<file path="config.mk">
export PLATFORM = sky130hd
export DESIGN_NAME = regfile_pc_core
export DESIGN_NICKNAME = d
export VERILOG_FILES = /design/src/rtl/regfile_pc_core.sv
export SDC_FILE = /design/constraint.sdc
export NUM_CORES = 2
export LEC_CHECK = 0
export ABC_CLOCK_PERIOD_IN_PS = 6900
export CORE_MARGIN = 1.5
export CORE_UTILIZATION = 40
export CTS_CLUSTER_DIAMETER = 100
export DETAILED_ROUTE_END_ITERATION = 8
export PLACE_DENSITY = 0.58
export SYNTH_ARGS = -nofsm -noshare
export SYNTH_HDL_FRONTEND = slang
export SYNTH_SLANG_ARGS = --single-unit
export TNS_END_PERCENT = 100
</file>
<file path="constraint.sdc">
create_clock -name clk -period 6.9 [get_ports clk]
set_input_delay 1.38 -clock clk [delete_from_list [all_inputs] [get_ports clk]]
set_output_delay 1.38 -clock clk [all_outputs]
set_load 0.05 [all_outputs]
</file>
<file path="src/rtl/regfile_pc_core.sv">
`default_nettype none
// +--------------------------------------------------------------------------+
// | Module   : regfile_pc_core                                               |
// | Purpose  : register file (2R/1W, optional zero reg and write bypass)     |
// |            plus program counter with load/branch/step and wrap flag.     |
// | Revision : 1.0 - initial release                                         |
// +--------------------------------------------------------------------------+
module regfile_pc_core #(
   parameter int DATA_W   = 32,
   parameter int ADDR_W   = 5,
   parameter int NUM_REGS = 2**ADDR_W,
   parameter int ZERO_REG = 1,
   parameter int BYPASS   = 1,
   parameter int PC_W     = 32,
   parameter int PC_STEP  = 4,
   parameter int PC_RESET = 0
) (
   input  logic              clk,
   input  logic              clr,
   input  logic              write,
   input  logic [ADDR_W-1:0] read_reg_1,
   input  logic [ADDR_W-1:0] read_reg_2,
   input  logic [ADDR_W-1:0] write_reg,
   input  logic [DATA_W-1:0] write_data,
   output logic [DATA_W-1:0] read_data_1,
   output logic [DATA_W-1:0] read_data_2,
   input  logic              stall,
   input  logic              ld,
   input  logic              br,
   input  logic              inc,
   input  logic [PC_W-1:0]   pc_data_in,
   input  logic [PC_W-1:0]   br_offset,
   output logic [PC_W-1:0]   pc_data_out,
   output logic              pc_wrap
);

   localparam logic [ADDR_W:0] c_NUM_REGS = (ADDR_W+1)'(NUM_REGS);
   localparam logic [PC_W:0]   c_PC_STEP  = (PC_W+1)'(PC_STEP);
   localparam logic [PC_W-1:0] c_PC_RESET = PC_W'(PC_RESET);

   logic [DATA_W-1:0] r_regs [NUM_REGS];
   logic [PC_W-1:0]   r_pc;
   logic              r_pc_wrap;

   logic              w_wr_en;
   logic [DATA_W-1:0] w_rd1;
   logic [DATA_W-1:0] w_rd2;
   logic [PC_W:0]     w_br_sum;
   logic [PC_W:0]     w_inc_sum;
   logic [PC_W-1:0]   w_pc_nxt;
   logic              w_wrap_nxt;

   // An address is live when it maps to storage and is not the hardwired zero.
   function automatic logic f_live(input logic [ADDR_W-1:0] a);
      return ({1'b0, a} < c_NUM_REGS) && !((ZERO_REG != 0) && (a == '0));
   endfunction

   assign w_wr_en = write && f_live(write_reg);

   always_comb begin
      w_rd1 = '0;
      w_rd2 = '0;
      if (f_live(read_reg_1)) w_rd1 = r_regs[read_reg_1];
      if (f_live(read_reg_2)) w_rd2 = r_regs[read_reg_2];
      if ((BYPASS != 0) && w_wr_en && (write_reg == read_reg_1)) w_rd1 = write_data;
      if ((BYPASS != 0) && w_wr_en && (write_reg == read_reg_2)) w_rd2 = write_data;
   end

   always_ff @(posedge clk or negedge clr) begin
      if (!clr) begin
         for (int i = 0; i < NUM_REGS; i++) r_regs[i] <= '0;
      end else if (w_wr_en) begin
         r_regs[write_reg] <= write_data;
      end
   end

   assign w_br_sum  = {1'b0, r_pc} + {1'b0, br_offset};
   assign w_inc_sum = {1'b0, r_pc} + c_PC_STEP;

   always_comb begin
      w_pc_nxt   = r_pc;
      w_wrap_nxt = 1'b0;
      if (stall) begin
         w_pc_nxt = r_pc;
      end else if (ld) begin
         w_pc_nxt = pc_data_in;
      end else if (br) begin
         // Negative offsets must carry out; a missing carry means underflow.
         w_pc_nxt   = w_br_sum[PC_W-1:0];
         w_wrap_nxt = br_offset[PC_W-1] ? ~w_br_sum[PC_W] : w_br_sum[PC_W];
      end else if (inc) begin
         w_pc_nxt   = w_inc_sum[PC_W-1:0];
         w_wrap_nxt = w_inc_sum[PC_W];
      end
   end

   always_ff @(posedge clk or negedge clr) begin
      if (!clr) begin
         r_pc      <= c_PC_RESET;
         r_pc_wrap <= 1'b0;
      end else begin
         r_pc      <= w_pc_nxt;
         r_pc_wrap <= w_wrap_nxt;
      end
   end

   assign read_data_1 = w_rd1;
   assign read_data_2 = w_rd2;
   assign pc_data_out = r_pc;
   assign pc_wrap     = r_pc_wrap;

endmodule
`default_nettype wire

</file>
== Yosys cells after proc, flatten, opt, wreduce, memory -nomap -nowiden ==
Index checks and enable logic that the tools add are counted.
Widths: inputs -> output; s select.

* Output and inout bits: 97
* Register bits after elaboration: 1057
* Bits of input ports: 118
* Word-level logic and storage cells: 78

* Equality and inequality tests: 2
* Bitwise logic cells: 5
* Reduce and logical (&&, ||, !) cells: 10
* Add/sub/neg operators: 2
* Magnitude comparators: 4
* Muxes and demuxes: 21

{| class="wikitable"
|+ Operator list
! cell !! number
|-
| $bwmux 1024 || 1
|-
| $mux 32 || 12
|-
| $bmux 32 s5 || 2
|-
| $demux 32 s5 || 1
|-
| $add 32x3->33 const B || 1
|-
| $add 32x32->33 || 1
|-
| $ge 6x6->1 const B || 3
|-
| $not 5->6 || 3
|-
| $logic_not 5->1 || 3
|-
| $eq 5x5->1 || 2
|-
| $lt 6x1->1 const B || 1
|-
| $mux 1 || 5
|-
| $logic_and 1x1->1 || 4
|-
| $reduce_bool 3->1 || 1
|-
| $not 1->1 || 2
|-
| $reduce_and 2->1 || 1
|-
| $logic_not 1->1 || 1
|}

== Logic depth before layout (Yosys ltp) ==
* Depth after elaboration: 6
* Mapped depth: 11
* Depth with buffers taken out: 11

== Worst setup path before layout ==
No wires, ideal clock.

* Path kind: input-to-output
* Start: input read_reg_1[0]
* End: output read_data_1[16]
* Path slack: 1904 ps
* Cell stages on the path: 7
* Arrival time: 3616 ps
* Required time: 5520 ps
* Path buffers: 3
* Path through: buf_2 > buf_2 > buf_1 > mux4_2 > a221oi_1 > a21oi_1 > a22o_1

* Longest elaborated chain between the ends: 6
* Elaborated cells on any way between the ends: 9
* Those cells by class: eq/ne: 1; mux: 5; bitwise: 1; reduce/logical: 2

{| class="wikitable"
|+ Ends and longest elaborated chain
! element !! RTL line !! text
|-
| start: declaration || 21 || <nowiki>input logic [ADDR_W-1:0] read_reg_1,</nowiki>
|-
| $not 5->6 (implied by the code) || 63 || <nowiki>if (f_live(read_reg_1)) w_rd1 = r_regs[read_reg_1];</nowiki>
|-
| $bmux 32 s5 || 63 ||
|-
| $mux 32 (implied by the code) (2 in a row) || 63 ||
|-
| $mux 32 || 63 ||
|-
| $mux 32 * || 65 || <nowiki>if ((BYPASS != 0) && w_wr_en && (write_reg == read_reg_1)) w_rd1 = write_data;</nowiki>
|-
| end: declaration || 25 || <nowiki>output logic [DATA_W-1:0] read_data_1,</nowiki>
|}

Every way passes the cells marked *; elsewhere a longest branch is shown, timed or not. The select of a mux whose other input is x is not followed.

== Worst setup path after layout ==
* Start: input read_reg_1[2]
* End: output read_data_1[21]

Same word-level chain as after synthesis.

==> impl_metrics.csv <==
group,metric,value,unit
sta,fmax,171,MHz
critical_path,path_depth,7,
die,start_util,0.402,
sta,maxSlewViolCount,0,
critical_path,cp_slowest_cell,"buf_4",
routing,vias,42021,
yosys,post-synth-top-area-cell,"dfrtp_1",
clocking,root_buffer,"clkbuf_16",
yosys,syn_area,59400,um^2
die,coreArea,147000,um^2
layout,syn2layout_area_growth,15.7,%
yosys,synthDistinctLibCells,74,
critical_path,crit_fanout,34,
routing,routed_wl,203000,um
routing,drtAntennaViolNets,0,
grt,track_usage,0.269,
routing,drt-vias-per-instance,6.38,
placed_design,dp_hpwl,118000,um
yosys,synth-edff-count,0,
run,maxCapViolations,0,
placed_design,io_buffers,214,
die,fp.dieH,388,um
yosys,yosysWarnings,0,
critical_path,worst-path-buf-inv,4,
yosys,async_reset_ff_frac,1.00,
grt,grt_first_pass_wirelength,300000,um
critical_path,rr_startpoint,"pc_data_out[0]$_DFFE_PN0P_",
grt,grt_overflow_total,0,
die,rows,141,
routing,drt-pass1-iter-count,5,
yosys,yosysTopAreaCellShare,0.446,
critical_path,reg2reg_depth,11,
layout,final_cell_mix,"dfrtp_1 (1,057), mux2_2 (805), mux4_2 (390)",
critical_path,start_kind,"input port",
sta,slew_headroom,0.164,
grt,grt_max_degree,154,
sta,fin_skew,16.5,ps
clocking,cts-resized-gates,0,
hold_path,min_delay_path_depth,0,
sta,finalWorstSetupSlack,1060,ps
die,fp.dieW,388,um
layout,layout.nets,4712,
sta,worstMarginPinSlew,1250,ps
die,num_io_pins,215,
pwr,power,0.0201,W
routing,wire_per_inst,30.8,um
critical_path,cp_data_required_time,5520,ps
critical_path,path_cells,"buf_4 > buf_4 > xor2_1 > nor4_2 > buf_4 > a32o_1 > buf_12",
sta,hold_violations,0,
grt,grt_antenna_before_repair,3,
grt,first_global_vias,42665,
clocking,cts_setup_buffers,0,
sta,period_needed,5840,ps
yosys,syn_avg_cell_area,13.1,um^2
critical_path,r2r_setup_slack,3580,ps
clocking,clkLatencyLatePin,760,ps
clocking,cts.sinks,1057,
clocking,numCtsBuffers,130,
routing,drt-initial-drc-count,3667,
sta,tns,0,ps
clocking,cts_tree,"yes",
hold_path,hp-class,"reg -> reg",
run_status,status,"complete, no violations",
yosys,yosys_register_bits,1057,
clocking,clkTransAtPathRegs,50,ps
placed_design,routabilityCongestion,0.864,
pwr,power.density,293,nW/um^2
hold_path,min_from,"r_regs[998]$_DFFE_PN0P_",
critical_path,worst_path_largest_cell_delay,730,ps
pwr,leakage,29.5,nW
critical_path,critical_path_class,"in -> out",
routing,drc_errors,0,
pwr,ir_drop,0.253,mV
layout,final_common_cell,"dfrtp_1",
clocking,cts_max_path_buffers,3,
layout,drive_above_1_share,0.360,
sta,setup_viol,0,
yosys,synthCells,4548,
die,die-area,151000,um^2
clocking,holdBufCountCts,0,
yosys,ys.flop_type,"dfrtp_1",
critical_path,cp-startpoint,"read_reg_1[2]",
yosys,synth_nets,4700,
yosys,synth_top_cells_by_area,"dfrtp_1 (45%), mux2_2 (15%), mux4_2 (15%)",
clocking,cts_htree_levels,4,
critical_path,crit_arrival,4460,ps
sta,rsz0062_at_grt,"no",
yosys,yosysSeqAreaShare,0.446,
critical_path,critPathCaptureType,"output port",
sta,finalCritPeriodShare,0.847,
critical_path,path_delay_family,"buffers and inverters",
placed_design,dp_slack,1190,ps
critical_path,cp_common_cell,"buf_4",
[cell type report]
class / instances / area [um^2]
Multi-Input combinational cell: 3000 / 31300
Timing Repair Buffer: 365 / 4240
Inverter: 6 / 22.5
Clock inverter: 35 / 465
Clock buffer: 191 / 3800
Tap cell: 1930 / 2410
Antenna cell: 2 / 5.00
Sequential cell: 1057 / 26500
Fill cell: 13016 / 78800
[final timing paths]
check,endpoint
worst max-delay path,read_data_1[21]
worst min-delay path,r_regs[998]$_DFFE_PN0P_
worst max register to register,pc_data_out[24]$_DFFE_PN0P_
worst min register to register,r_regs[998]$_DFFE_PN0P_
max in group asynchronous,r_regs[474]$_DFFE_PN0P_
min in group asynchronous,r_regs[936]$_DFFE_PN0P_
[cell usage after synthesis, types with 76 or more instances]
cell,number
nand4_1,76
dfrtp_1,1057
mux2_2,805
nand2_1,286
a21oi_1,139
clkbuf_1,336
mux2_1,188
mux4_2,390
nor2_1,101
a31oi_1,77
mux2i_1,254
[through the flow]
stage          hold slack [ps]  utilization  cell area [um^2]  std cells
2_1_floorplan              441            -             59400       4548
3_3_place_gp               377        0.437             64400       6358
3_5_place_dp               383        0.437             64400       6358
4_1_cts                    395        0.466             68700       6584
5_1_grt                    407        0.466             68700       6585
6_report                   393        0.466             68700       6586
[worst reg2reg max path: cells and delay by family (launching register included)]
kind,cells,cell delay (ps)
compound gates,7,1750
fa+ha+maj,2,650
flops,1,400
simple gates,1,270
xor+xnor,1,120
[registers in the layout, summed over array words and instances (netlist names)]
register	count
pc_wrap	1
pc_data_out	32
r_regs	1024
[metal layers]
metal  global-route usage  up-vias  wire (um)
met2                0.423     1719      94000
met3               0.0552      425      14800
met5                    0        -         11
li1                     -    17495          -
met1                0.363    22380      85700
met4                0.106        2       8490
[report_power, final]
group / internal [W] / switching (W)
registers: 0.00739 / 0.000892
clock network: 0.00400 / 0.00287
logic: 0.00260 / 0.00237
[cell families (layout without fill, tap and decap cells)]
kind of cell / Yosys count / count (layout) / share of synthesized area
mux: 1637 / 1637 / 0.379
buf+inv: 491 / 597 / 0.0330
xor+xnor: 49 / 49 / 0.00723
simple gates: 661 / 661 / 0.0533
flops: 1057 / 1057 / 0.446
fa+ha+maj: 34 / 34 / 0.00729
compound gates: 619 / 619 / 0.0744
other cells: 0 / 2 / 0
(Power assumes the default switching activity.)
